[src/rtl/ceyloniac_control_unit_pkg.sv]
// rtl/ceyloniac_control_unit_pkg.sv - shared encodings for the ceyloniac control path
package ceyloniac_control_unit_pkg;

  localparam int OPCODE_WIDTH = 6;
  localparam int STATE_WIDTH  = 4;

  typedef enum logic [STATE_WIDTH-1:0] {
    S_FETCH     = 4'd0,
    S_DECODE    = 4'd1,
    S_MEM_ADDR  = 4'd2,
    S_MEM_READ  = 4'd3,
    S_MEM_WB    = 4'd4,
    S_MEM_WRITE = 4'd5,
    S_EXECUTE   = 4'd6,
    S_ALU_WB    = 4'd7,
    S_ALU_WB_I  = 4'd8,
    S_BRANCH    = 4'd9,
    S_JUMP      = 4'd10
  } state_e;

  localparam logic [OPCODE_WIDTH-1:0] OP_RTYPE = 6'b000000;
  localparam logic [OPCODE_WIDTH-1:0] OP_LW    = 6'b100011;
  localparam logic [OPCODE_WIDTH-1:0] OP_SW    = 6'b101011;
  localparam logic [OPCODE_WIDTH-1:0] OP_ADDI  = 6'b001000;
  localparam logic [OPCODE_WIDTH-1:0] OP_BEQ   = 6'b000100;
  localparam logic [OPCODE_WIDTH-1:0] OP_J     = 6'b000010;

  localparam logic [1:0] ALU_OP_ADD   = 2'b00;
  localparam logic [1:0] ALU_OP_SUB   = 2'b01;
  localparam logic [1:0] ALU_OP_FUNCT = 2'b10;

  localparam logic [1:0] ALU_B_REG    = 2'b00;
  localparam logic [1:0] ALU_B_FOUR   = 2'b01;
  localparam logic [1:0] ALU_B_IMM    = 2'b10;
  localparam logic [1:0] ALU_B_IMM_SH = 2'b11;

  localparam logic [1:0] PC_SRC_ALU    = 2'b00;
  localparam logic [1:0] PC_SRC_ALUOUT = 2'b01;
  localparam logic [1:0] PC_SRC_JUMP   = 2'b10;

  typedef struct packed {
    logic       pc_write;
    logic       pc_write_cond;
    logic       iord;
    logic       mem_read;
    logic       mem_write;
    logic       ir_write;
    logic       mem_to_reg;
    logic       reg_dst;
    logic       reg_write;
    logic       alu_src_a;
    logic [1:0] alu_src_b;
    logic [1:0] alu_op;
    logic [1:0] pc_source;
  } ctrl_t;

  // Unsupported opcodes fall back to FETCH; the caller flags them as illegal.
  function automatic state_e decode_target(input logic [OPCODE_WIDTH-1:0] op);
    case (op)
      OP_RTYPE:             return S_EXECUTE;
      OP_LW, OP_SW, OP_ADDI: return S_MEM_ADDR;
      OP_BEQ:               return S_BRANCH;
      OP_J:                 return S_JUMP;
      default:              return S_FETCH;
    endcase
  endfunction

endpackage

[src/rtl/ceyloniac_control_unit_if.sv]
// rtl/ceyloniac_control_unit_if.sv - control unit <-> datapath signal bundle
interface ceyloniac_control_unit_if
  import ceyloniac_control_unit_pkg::*;
  ();

  logic [OPCODE_WIDTH-1:0] opcode;
  logic                    mem_ready;
  logic                    zero;
  logic                    pc_write;
  logic                    pc_write_cond;
  logic                    iord;
  logic                    mem_read;
  logic                    mem_write;
  logic                    ir_write;
  logic                    mem_to_reg;
  logic                    reg_dst;
  logic                    reg_write;
  logic                    alu_src_a;
  logic [1:0]              alu_src_b;
  logic [1:0]              alu_op;
  logic [1:0]              pc_source;
  logic                    illegal_op;
  logic [STATE_WIDTH-1:0]  state_out;

  modport master (
    input  opcode, mem_ready, zero,
    output pc_write, pc_write_cond, iord, mem_read, mem_write, ir_write,
           mem_to_reg, reg_dst, reg_write, alu_src_a, alu_src_b, alu_op,
           pc_source, illegal_op, state_out
  );

  modport slave (
    output opcode, mem_ready, zero,
    input  pc_write, pc_write_cond, iord, mem_read, mem_write, ir_write,
           mem_to_reg, reg_dst, reg_write, alu_src_a, alu_src_b, alu_op,
           pc_source, illegal_op, state_out
  );

endinterface

[src/rtl/ceyloniac_control_decode.sv]
// rtl/ceyloniac_control_decode.sv - combinational state to control-signal decode
module ceyloniac_control_decode
  import ceyloniac_control_unit_pkg::*;
(
  input  logic   reset_i,
  input  state_e state_i,
  input  logic   mem_ready_i,
  output ctrl_t  ctrl_o
);

  always_comb begin
    ctrl_o = '0;
    if (reset_i) begin
      case (state_i)
        S_FETCH: begin
          ctrl_o.mem_read  = 1'b1;
          ctrl_o.alu_src_b = ALU_B_FOUR;
          ctrl_o.alu_op    = ALU_OP_ADD;
          ctrl_o.pc_source = PC_SRC_ALU;
          // PC and IR only advance once the RAM has the instruction
          ctrl_o.ir_write  = mem_ready_i;
          ctrl_o.pc_write  = mem_ready_i;
        end
        S_DECODE: begin
          ctrl_o.alu_src_b = ALU_B_IMM_SH;
          ctrl_o.alu_op    = ALU_OP_ADD;
        end
        S_MEM_ADDR: begin
          ctrl_o.alu_src_a = 1'b1;
          ctrl_o.alu_src_b = ALU_B_IMM;
          ctrl_o.alu_op    = ALU_OP_ADD;
        end
        S_MEM_READ: begin
          ctrl_o.iord     = 1'b1;
          ctrl_o.mem_read = 1'b1;
        end
        S_MEM_WB: begin
          ctrl_o.mem_to_reg = 1'b1;
          ctrl_o.reg_write  = 1'b1;
        end
        S_MEM_WRITE: begin
          ctrl_o.iord      = 1'b1;
          ctrl_o.mem_write = 1'b1;
        end
        S_EXECUTE: begin
          ctrl_o.alu_src_a = 1'b1;
          ctrl_o.alu_src_b = ALU_B_REG;
          ctrl_o.alu_op    = ALU_OP_FUNCT;
        end
        S_ALU_WB: begin
          ctrl_o.reg_dst   = 1'b1;
          ctrl_o.reg_write = 1'b1;
        end
        S_ALU_WB_I: begin
          ctrl_o.reg_write = 1'b1;
        end
        S_BRANCH: begin
          ctrl_o.alu_src_a     = 1'b1;
          ctrl_o.alu_src_b     = ALU_B_REG;
          ctrl_o.alu_op        = ALU_OP_SUB;
          ctrl_o.pc_source     = PC_SRC_ALUOUT;
          ctrl_o.pc_write_cond = 1'b1;
        end
        S_JUMP: begin
          ctrl_o.pc_source = PC_SRC_JUMP;
          ctrl_o.pc_write  = 1'b1;
        end
        default: ;
      endcase
    end
  end

endmodule

[src/rtl/ceyloniac_control_unit.sv]
// rtl/ceyloniac_control_unit.sv - multicycle main control FSM with memory-ready stalls
module ceyloniac_control_unit
  import ceyloniac_control_unit_pkg::*;
(
  input  logic                      clk,
  input  logic                      reset,
  ceyloniac_control_unit_if.master  bus
);

  state_e state_q, state_d;
  logic   illegal_q, illegal_d;
  ctrl_t  ctrl;

  always_ff @(posedge clk) begin
    if (!reset) begin
      state_q   <= S_FETCH;
      illegal_q <= 1'b0;
    end else begin
      state_q   <= state_d;
      illegal_q <= illegal_d;
    end
  end

  always_comb begin
    state_d   = S_FETCH;
    illegal_d = 1'b0;
    case (state_q)
      S_FETCH:     state_d = bus.mem_ready ? S_DECODE : S_FETCH;
      S_DECODE: begin
        state_d   = decode_target(bus.opcode);
        illegal_d = (state_d == S_FETCH);
      end
      S_MEM_ADDR: begin
        case (bus.opcode)
          OP_LW:   state_d = S_MEM_READ;
          OP_SW:   state_d = S_MEM_WRITE;
          OP_ADDI: state_d = S_ALU_WB_I;
          default: state_d = S_FETCH;
        endcase
      end
      S_MEM_READ:  state_d = bus.mem_ready ? S_MEM_WB : S_MEM_READ;
      S_MEM_WRITE: state_d = bus.mem_ready ? S_FETCH : S_MEM_WRITE;
      S_EXECUTE:   state_d = S_ALU_WB;
      default:     state_d = S_FETCH;
    endcase
  end

  ceyloniac_control_decode u_decode (
    .reset_i     (reset),
    .state_i     (state_q),
    .mem_ready_i (bus.mem_ready),
    .ctrl_o      (ctrl)
  );

  assign bus.pc_write      = ctrl.pc_write;
  assign bus.pc_write_cond = ctrl.pc_write_cond;
  assign bus.iord          = ctrl.iord;
  assign bus.mem_read      = ctrl.mem_read;
  assign bus.mem_write     = ctrl.mem_write;
  assign bus.ir_write      = ctrl.ir_write;
  assign bus.mem_to_reg    = ctrl.mem_to_reg;
  assign bus.reg_dst       = ctrl.reg_dst;
  assign bus.reg_write     = ctrl.reg_write;
  assign bus.alu_src_a     = ctrl.alu_src_a;
  assign bus.alu_src_b     = ctrl.alu_src_b;
  assign bus.alu_op        = ctrl.alu_op;
  assign bus.pc_source     = ctrl.pc_source;
  assign bus.illegal_op    = illegal_q & reset;
  assign bus.state_out     = reset ? state_q : S_FETCH;

endmodule
[src/flat_wrapper.sv]
// flat-port wrapper written by rule: the top's interface ports become plain ports
module ceyloniac_control_unit_flat import ceyloniac_control_unit_pkg::*;
  (clk, reset, bus_opcode, bus_mem_ready, bus_zero, bus_pc_write, bus_pc_write_cond, bus_iord, bus_mem_read, bus_mem_write, bus_ir_write, bus_mem_to_reg, bus_reg_dst, bus_reg_write, bus_alu_src_a, bus_alu_src_b, bus_alu_op, bus_pc_source, bus_illegal_op, bus_state_out);
  ceyloniac_control_unit_if bus_i ();
  input  logic clk;
  input  logic reset;
  input wire logic [$bits(bus_i.opcode)-1:0] bus_opcode;
  input wire logic [$bits(bus_i.mem_ready)-1:0] bus_mem_ready;
  input wire logic [$bits(bus_i.zero)-1:0] bus_zero;
  output wire logic [$bits(bus_i.pc_write)-1:0] bus_pc_write;
  output wire logic [$bits(bus_i.pc_write_cond)-1:0] bus_pc_write_cond;
  output wire logic [$bits(bus_i.iord)-1:0] bus_iord;
  output wire logic [$bits(bus_i.mem_read)-1:0] bus_mem_read;
  output wire logic [$bits(bus_i.mem_write)-1:0] bus_mem_write;
  output wire logic [$bits(bus_i.ir_write)-1:0] bus_ir_write;
  output wire logic [$bits(bus_i.mem_to_reg)-1:0] bus_mem_to_reg;
  output wire logic [$bits(bus_i.reg_dst)-1:0] bus_reg_dst;
  output wire logic [$bits(bus_i.reg_write)-1:0] bus_reg_write;
  output wire logic [$bits(bus_i.alu_src_a)-1:0] bus_alu_src_a;
  output wire logic [$bits(bus_i.alu_src_b)-1:0] bus_alu_src_b;
  output wire logic [$bits(bus_i.alu_op)-1:0] bus_alu_op;
  output wire logic [$bits(bus_i.pc_source)-1:0] bus_pc_source;
  output wire logic [$bits(bus_i.illegal_op)-1:0] bus_illegal_op;
  output wire logic [$bits(bus_i.state_out)-1:0] bus_state_out;
  assign bus_i.opcode = bus_opcode;
  assign bus_i.mem_ready = bus_mem_ready;
  assign bus_i.zero = bus_zero;
  assign bus_pc_write = bus_i.pc_write;
  assign bus_pc_write_cond = bus_i.pc_write_cond;
  assign bus_iord = bus_i.iord;
  assign bus_mem_read = bus_i.mem_read;
  assign bus_mem_write = bus_i.mem_write;
  assign bus_ir_write = bus_i.ir_write;
  assign bus_mem_to_reg = bus_i.mem_to_reg;
  assign bus_reg_dst = bus_i.reg_dst;
  assign bus_reg_write = bus_i.reg_write;
  assign bus_alu_src_a = bus_i.alu_src_a;
  assign bus_alu_src_b = bus_i.alu_src_b;
  assign bus_alu_op = bus_i.alu_op;
  assign bus_pc_source = bus_i.pc_source;
  assign bus_illegal_op = bus_i.illegal_op;
  assign bus_state_out = bus_i.state_out;
  ceyloniac_control_unit u_core (.clk(clk), .reset(reset), .bus(bus_i));
endmodule
[config.mk]
export PLATFORM = sky130hd
export DESIGN_NAME = ceyloniac_control_unit_flat
export DESIGN_NICKNAME = d
export VERILOG_FILES = /design/src/rtl/ceyloniac_control_unit_pkg.sv /design/src/rtl/ceyloniac_control_unit_if.sv /design/src/rtl/ceyloniac_control_decode.sv /design/src/rtl/ceyloniac_control_unit.sv /design/src/flat_wrapper.sv
export SDC_FILE = /design/constraint.sdc
export NUM_CORES = 1
export LEC_CHECK = 0
export ABC_AREA = 1
export BUFFER_PORTS_ARGS = -buffer_cell sky130_fd_sc_hd__buf_2
export CORE_MARGIN = 2
export CORE_UTILIZATION = 30
export CTS_CLUSTER_SIZE = 40
export DETAILED_ROUTE_END_ITERATION = 10
export PLACE_DENSITY = 0.52
export SLEW_MARGIN = 30
export SYNTH_ARGS = -nofsm -noshare
export SYNTH_HDL_FRONTEND = slang
export SYNTH_HIERARCHICAL = 1
export SYNTH_SLANG_ARGS = --single-unit
[constraint.sdc]
create_clock -name clk -period 3.05 [get_ports clk]
set_input_delay 0.1525 -clock clk [delete_from_list [all_inputs] [get_ports clk]]
set_output_delay 0.1525 -clock clk [all_outputs]
set_load 0.05 [all_outputs]
* After elaboration in Yosys (flattened, before gate mapping)
Index checks and enable logic that the tools add are counted.
Word-level totals: register bits 5, input port bits 10, word-level logic and storage cells 48
Operators by class: equal/unequal tests 15, muxes and demuxes 21, bitwise gates (word level) 1, reductions and logical operators 9
Operators with widths (number):
- $pmux W4 S6 | 1
- $pmux W4 S5 | 1
- $eq A4 B3 Y1 const B | 4
- $mux W16 | 1
- $pmux W4 S4 | 1
- $eq A4 B4 Y1 const B | 3
- $eq A6 B6 Y1 const B | 2
- $pmux W4 S3 | 1
- $mux W1 | 10
- $reduce_or A3 Y1 | 3
- $eq A4 B2 Y1 const B | 2
- $logic_not A4 Y1 | 2
- $mux W4 | 2
- $eq A6 B2 Y1 const B | 1
- $eq A6 B3 Y1 const B | 1
- $eq A6 B4 Y1 const B | 1
- $logic_not A6 Y1 | 1
- $mux W3 | 2
- $eq A4 B1 Y1 const B | 1
- $pmux W2 S2 | 1
- $reduce_or A2 Y1 | 2
- $pmux W1 S2 | 1
- $reduce_and A2 Y1 | 1
- $and A1 B1 Y1 | 1

* Depth between registers and ports, before layout
Gate-level depths: netlist (run 1).
depth after elaboration 5, mapped depth 8

* Cells and area by module
Netlist (run 1), hierarchy kept.
Modules (own cells, without submodules):
- ceyloniac_control_unit | instances 1, cells an instance 82, area an instance 460.4 um2, seq. area each 100.1 um2
- ceyloniac_control_decode | instances 1, cells an instance 45, area an instance 188.9 um2, seq. area each 0.0 um2

* Least setup slack after synthesis (run 1)
Ideal clock, no wire load.
path kind register to output, start reg u_core.state_q[1], end out bus_alu_src_b[1], data arrival time 1785 ps, required time 2897 ps, setup slack 1112 ps, cell stages (with the launch flop) 3, path buffers 0, path through dfxtp_1 -> nor2_1 -> nor3_1
Between the ends: longest elaborated chain between the ends 3, elaborated cells between the ends (all ways) 7
Ends and longest elaborated chain:
- start, declared | RTL line ceyloniac_control_unit.sv:10 | state_e state_q, state_d;
- start signal, assigned | RTL line ceyloniac_control_unit.sv:19 | state_q <= state_d;
- $eq A4 B4 Y1 (tied with other cells) | RTL line ceyloniac_control_decode.sv:14 | case (state_i)
- $pmux W4 S5 (*) | RTL line ceyloniac_control_decode.sv:14
- $mux W16 (*) | RTL line ceyloniac_control_decode.sv:13 | if (reset_i) begin
- end, declared | RTL line flat_wrapper.sv:20 | output wire logic [$bits(bus_i.alu_src_b)-1:0] bus_alu_src_b;
Every way passes the cells marked *; elsewhere a longest branch is shown, timed or not.

* Worst setup path after layout (run 1)
start reg u_core.state_q[1], end out bus_iord
Between the ends: longest elaborated chain between the ends 4, elaborated cells between the ends (all ways) 5
Ends and longest elaborated chain:
- $eq A4 B2 Y1 / $eq A4 B3 Y1 (equally long branches) | RTL line ceyloniac_control_decode.sv:14
- $reduce_or A2 Y1 (no source line) (*)
- $mux W1 (*) | RTL line ceyloniac_control_decode.sv:14
- $mux W16 (*) | RTL line ceyloniac_control_decode.sv:13
- end, declared | RTL line flat_wrapper.sv:12 | output wire logic [$bits(bus_i.iord)-1:0] bus_iord;
Marked as above.

==> metrics, run 1 <==
status=finished clean; Mapped Area=649 sq um; Post-route DRC=0; TritonCTS Buffers=3; I/O pin count=31; slowest CP cell=dfxtp_1; Pwr Density=246 mW/mm^2; multiplexer area fraction after synthesis=0%; CTS clk-pin slew, worst paths=40 ps; Worst path max stage delay=640 ps; IO buf count=29; Max Cap Viol=0; Fillers=245; Root Buffer Master=clkbuf_4; post-route cell area=840 sq um; Placer Congestion=0.753; DR vias=842; first-pass GRT wire length=3190 um; Slew Limit Fails=0; Max clock buf depth=2; aggregate global-route resource usage=15.7%; Total Routed Length=1710 um; critical path arrival=1570 ps; Max Freq=580 MHz; Netlist cell types=19; CP Buf/Inv Count=2; # nets final=169; vias in the first global route=841; DRT iter0 DRCs=8; mean post-synth cell area=5.11 sq um; Worst-Margin Slew=525 ps; layout cell share with drive strength beyond 1=29.7%; total grt overflow=0; xor/xnor share of the synthesized area=0%; CP Cell Sequence=nand2_2 -> inv_1 -> nand2_1 -> a21oi_2 -> buf_2; Ant. Diodes=0; Synth Area in Compound Gates=6.55%; HPWL after DPL=1390 um; Initial Util=32.4%; CP top delay family=flip-flops; combinational family with the most area after synthesis=simple AND/OR/NAND/NOR gates; Area Overhead vs Synth=29.3%; Worst EP required=2900 ps; setup TNS=0 ps; Net Count, Synth=137; # clock sinks=5; Synth Area in Adders=0%; First-pass DRT Iterations=4; Post-Synth Simple-Gate Area=60.7%; Startpoint Class=register; Crit Path Max Fanout=14; CORE AREA=0.00200 sq mm; VDD IR-drop max=0.211 mV; die area=0.00255 sq mm; clk_lat worst skew=240 ps; Final Hold Viols=0; TritonCTS clock tree=yes; hold crit path type=in -> reg; largest net degree at the start of global routing=15; die span in x=50.5 um; RSZ-0062 raised after global routing=false; DRT antenna net count=0; Slew HR=65.0%; H-tree depth=1; die height=50.5 um; CP Capture Type=output pin; # setup viols final=0; post-cts resize count=0; DR WL/cell=9.26 um; hold_buf cts=0; fin util=41.9%; via/cell ratio=4.55; fin crit share=56.5%; min Tclk post-route=1720 ps; antenna violations before repair=0; Post-Synthesis Cells=127; yosys warns=6; # rows=16; post-synthesis sequential area ratio=15.4%; postcts setup bufs=0; Worst Path Class, Setup=reg -> out; clock skew=2.80 ps; LEAKAGE=0.530 nW; register bit total from synthesis=5; placed inst area=813 sq um
## flip-flops by register name (all words and copies together), names as in the netlist
register	count
u_core/illegal_q	1
u_core/state_q	4
## cells in the final DEF, fill, tap and decap left out
master,count
a21oi_1,3
a21oi_2,2
buf_2,29
clkbuf_1,1
clkbuf_4,3
clkinv_1,1
dfxtp_1,5
inv_1,22
inv_2,3
nand2_1,29
nand2_2,2
nand3_1,13
nand3_2,1
nand3b_1,1
nand4_1,4
nor2_1,27
nor2_2,6
nor3_1,2
nor3_2,1
nor4_1,1
o21ai_1,2
## cell usage after synthesis
master	instances	share of area [%]
nand2_1	29	17
nor2_1	27	16
inv_1	22	13
nand3_1	13	10
nor2_2	6	5.8
dfxtp_1	5	15
nand4_1	4	3.9
a21oi_1	3	2.3
inv_2	3	1.7
a21oi_2	2	2.7
buf_4	2	2.3
nand2_2	2	1.9
nor3_1	2	1.5
o21ai_1	2	1.5
clkinv_1	1	0.58
nand3_2	1	1.5
nand3b_1	1	1.2
nor3_2	1	1.5
nor4_1	1	0.96
## layout make-up
cell class / instances / area [sq um] / share of cell area [%]
Sequential cell: 5 / 100 / 11.9
Clock buffer: 4 / 26.3 / 3.13
Timing Repair Buffer: 29 / 145 / 17.3
Tap cell: 27 / 33.8 / 4.02
Multi-Input combinational cell: 94 / 437 / 52.0
Inverter: 26 / 97.6 / 11.6
## tightest hold or removal path, stage by stage
cell	delay [ps]
buf_2	90
nor2_2	50
nand4_1	80
a21oi_1	60
## where the power goes
group          total [mW]  internal [mW]  leakage (nW)  switching [mW]
registers          0.0702         0.0672        0.0406         0.00296
clock network      0.0756         0.0494        0.0150          0.0262
logic              0.0607         0.0159         0.474          0.0448
## per-stage QoR
step                      std cells  setup WS (ps)  power (mW)  hold WS, ps
final                           185           1330       0.207          250
after global routing            185           1190       0.222          263
after CTS                       185           1290       0.211          249
after detailed placement        181           1560       0.132          507
after global placement          181           1570       0.132          498
after floorplan                 127           1110       0.114          353
## final timing paths
check / to / depth (start not counted) / start / slack, ps
max: bus_iord / 5 / u_core/state_q[1] / 1330
min: u_core/state_q[3] / 4 / bus_opcode[5] / 250
max reg2reg: u_core/state_q[2] / 7 / u_core/state_q[1] / 1700
min reg2reg: u_core/state_q[2] / 4 / u_core/state_q[0] / 760
## kinds of logic after synthesis
| group | Yosys count |
|---|---|
| DFF | 5 |
| buffers and inverters | 28 |
| and+or+nand+nor | 87 |
| AOI/OAI and AO/OA | 7 |
## per-layer routing
layer	vias to the layer above	GRT usage (%)	wire length, um
met2	25	31.4	891
met3	0	4.17	104
met4	0	2.70	0
met5	-	0	0
met1	363	16.3	718
li1	454	-	-
Power figures use the tool's default switching activity.
==> run 2, diff against run 1 <==
==> constraint.sdc (replaced) <==
create_clock -name clk -period 1.7 [get_ports clk]
set_input_delay 0.085 -clock clk [delete_from_list [all_inputs] [get_ports clk]]
set_output_delay 0.085 -clock clk [all_outputs]
set_load 0.05 [all_outputs]
==> metrics, run 2 (same netlist as run 1, synthesis figures left out) <==
# setup viols final=0 (unchanged); DRT antenna net count=0 (unchanged); die height=50.5 um (unchanged); final total power=0.372 mW (+80%); Top Registers=u_core/state_q: 4 flops, u_core/illegal_q: 1 flops; IO buf count=29 (unchanged); postcts setup bufs=0 (unchanged); layout cell share with drive strength beyond 1=33.3% (+3.6 points); Initial Util=32.4% (unchanged); Logic pwr share=29.9% (+0.5 points); Worst-Margin Slew=365 ps (-159 ps); largest net degree at the start of global routing=15 (unchanged); HP Start=bus_opcode[5]; HPWL after DPL=1360 um (-2.3%); LEAKAGE=0.536 nW (+1.3%); Total Routed Length=1660 um (-3.2%); fin util=43.1% (+1.1 points); Crit Path Max Fanout=9 (-5); Root Buffer Master=clkbuf_4; placed inst area=833 sq um (+2.5%); CP Capture Type=output pin; RSZ-0062 raised after global routing=false; reg-to-reg critical path endpoint=u_core/state_q[2]; worst reg2reg path startpoint=u_core/state_q[1]; Ant. Diodes=0 (unchanged); die span in x=50.5 um (unchanged); setup ws final=146 ps (-1180 ps); Pwr Density=432 mW/mm^2 (+75%); status=finished clean; min Tclk post-route=1550 ps; Worst Path Class, Setup=reg -> out; Max Cap Viol=0 (unchanged); fin cells=186 (+0.54%); setup TNS=0 ps (unchanged); Switching Share=35.8% (about the same); Clock power frac=36.2% (-0.4 points); clock skew=3.69 ps (+0.890 ps); TritonCTS Buffers=3 (unchanged); Worst EP required=1620 ps (-1280 ps); VDD IR-drop max=0.415 mV (+97%); CTS clk-pin slew, worst paths=40 ps (about the same); H-tree depth=1 (unchanged); Post-route DRC=0 (unchanged); Startpoint Class=register; Largest Register=u_core/state_q; I/O pin count=31 (unchanged); # rows=16 (unchanged); antenna violations before repair=0 (unchanged); first-pass GRT wire length=3190 um (unchanged); Slew Limit Fails=0 (unchanged); die area=0.00255 sq mm (unchanged); critical path arrival=1470 ps (-100 ps); most frequent cells in the layout=buf_2 (29), nand2_1 (29), nor2_1 (26); DRT iter0 DRCs=19 (+11); Max Freq=643 MHz; vias in the first global route=777 (-7.6%); cell count after placement=182 (+0.55%); via/cell ratio=4.59 (+0.88%); Place WS=342 ps (-1220 ps); Final Hold Viols=0 (unchanged); R2R depth=8 (+1); post-route cell area=862 sq um (+2.7%); total grt overflow=0 (unchanged); P_int=0.239 mW (+80%); Min Hold Slack=169 ps (-80.8 ps); hold crit path type=in -> reg; Slew HR=75.6% (+11 points); CORE AREA=0.00200 sq mm (unchanged); P_sw=0.133 mW (+80%); TritonCTS clock tree=yes; Reg power frac=33.9% (about the same); hold endpoint=u_core/state_q[3]; # nets final=170 (+0.59%); Area Overhead vs Synth=32.8%; DR WL/cell=8.92 um (-3.7%); clk_lat worst skew=240 ps (about the same); flip-flop count of the largest register after layout=4 (unchanged); # clock sinks=5 (unchanged); aggregate global-route resource usage=15.8% (+0.052 points); First-pass DRT Iterations=4 (unchanged); Placer Congestion=0.750 (-0.31%); fin crit share=91.4%; DR vias=854 (+1.4%); Max clock buf depth=2 (unchanged); hold path depth=4 (unchanged); r2r setup slk=340 ps (-1360 ps)
## run 2: changes by cell type in the layout (fill, tap and decap cells not counted), sizes merged
cell  change
buf       +1
## run 2: how the worst max path moves through the flow
stage	start	to	slack (ps)	cells past startpoint
2_1_floorplan	u_core/state_q[0]	bus_alu_src_a	100	4
3_3_place_gp	u_core/state_q[1]	u_core/state_q[2]	350	8
6_report	u_core/state_q[1]	bus_iord	150	5
4_1_cts	u_core/state_q[0]	bus_alu_src_a	80	5
3_5_place_dp	u_core/state_q[1]	u_core/state_q[2]	340	8
5_1_grt	u_core/state_q[1]	bus_pc_write	10	4
## run 2: power groups by stage
stage / Combinational, mW / Clock (mW) / Sequential, mW
after floorplan: 0.0798 / 0 / 0.126
after global placement: 0.110 / 0 / 0.128
after detailed placement: 0.111 / 0 / 0.128
after CTS: 0.112 / 0.139 / 0.126
after global routing: 0.126 / 0.147 / 0.126
final: 0.111 / 0.135 / 0.126
## run 2: what timing repair did
| item | 4_1_cts | 5_1_grt |
|---|---|---|
| endpoints found under the hold margin | 0 | 0 |
| endpoints found under the setup margin | 0 | 5 |
| gates resized for setup | 0 | 2 |
| hold buffers | 0 | 0 |
## run 2: area by class of cell
class	instances	area, sq um
multi-input combinational	94	449
sequential	5	103
timing repair buffer	30	153
fill	242	1140
inverter	26	97.6
tap	27	33.8
clock buffer	4	26.3
## run 2: metal layers
layer | global-route usage (%) | part of all wire [%] | vias to the layer above | routed length, um
met1 | 19.2 | 46 | 371 | 755
li1 | - | - | 458 | -
met4 | 2.70 | 0 | 0 | 0
met5 | 0 | 0 | - | 0
met3 | 3.57 | 6.4 | 0 | 107
met2 | 28.5 | 48 | 25 | 797
## run 2: worst max-delay path, stage by stage, from the launching register on
cell and delay [ps]:
dfxtp_1 530, nand2_2 140, inv_1 100, nand2_1 70, a21oi_2 120, buf_2 260
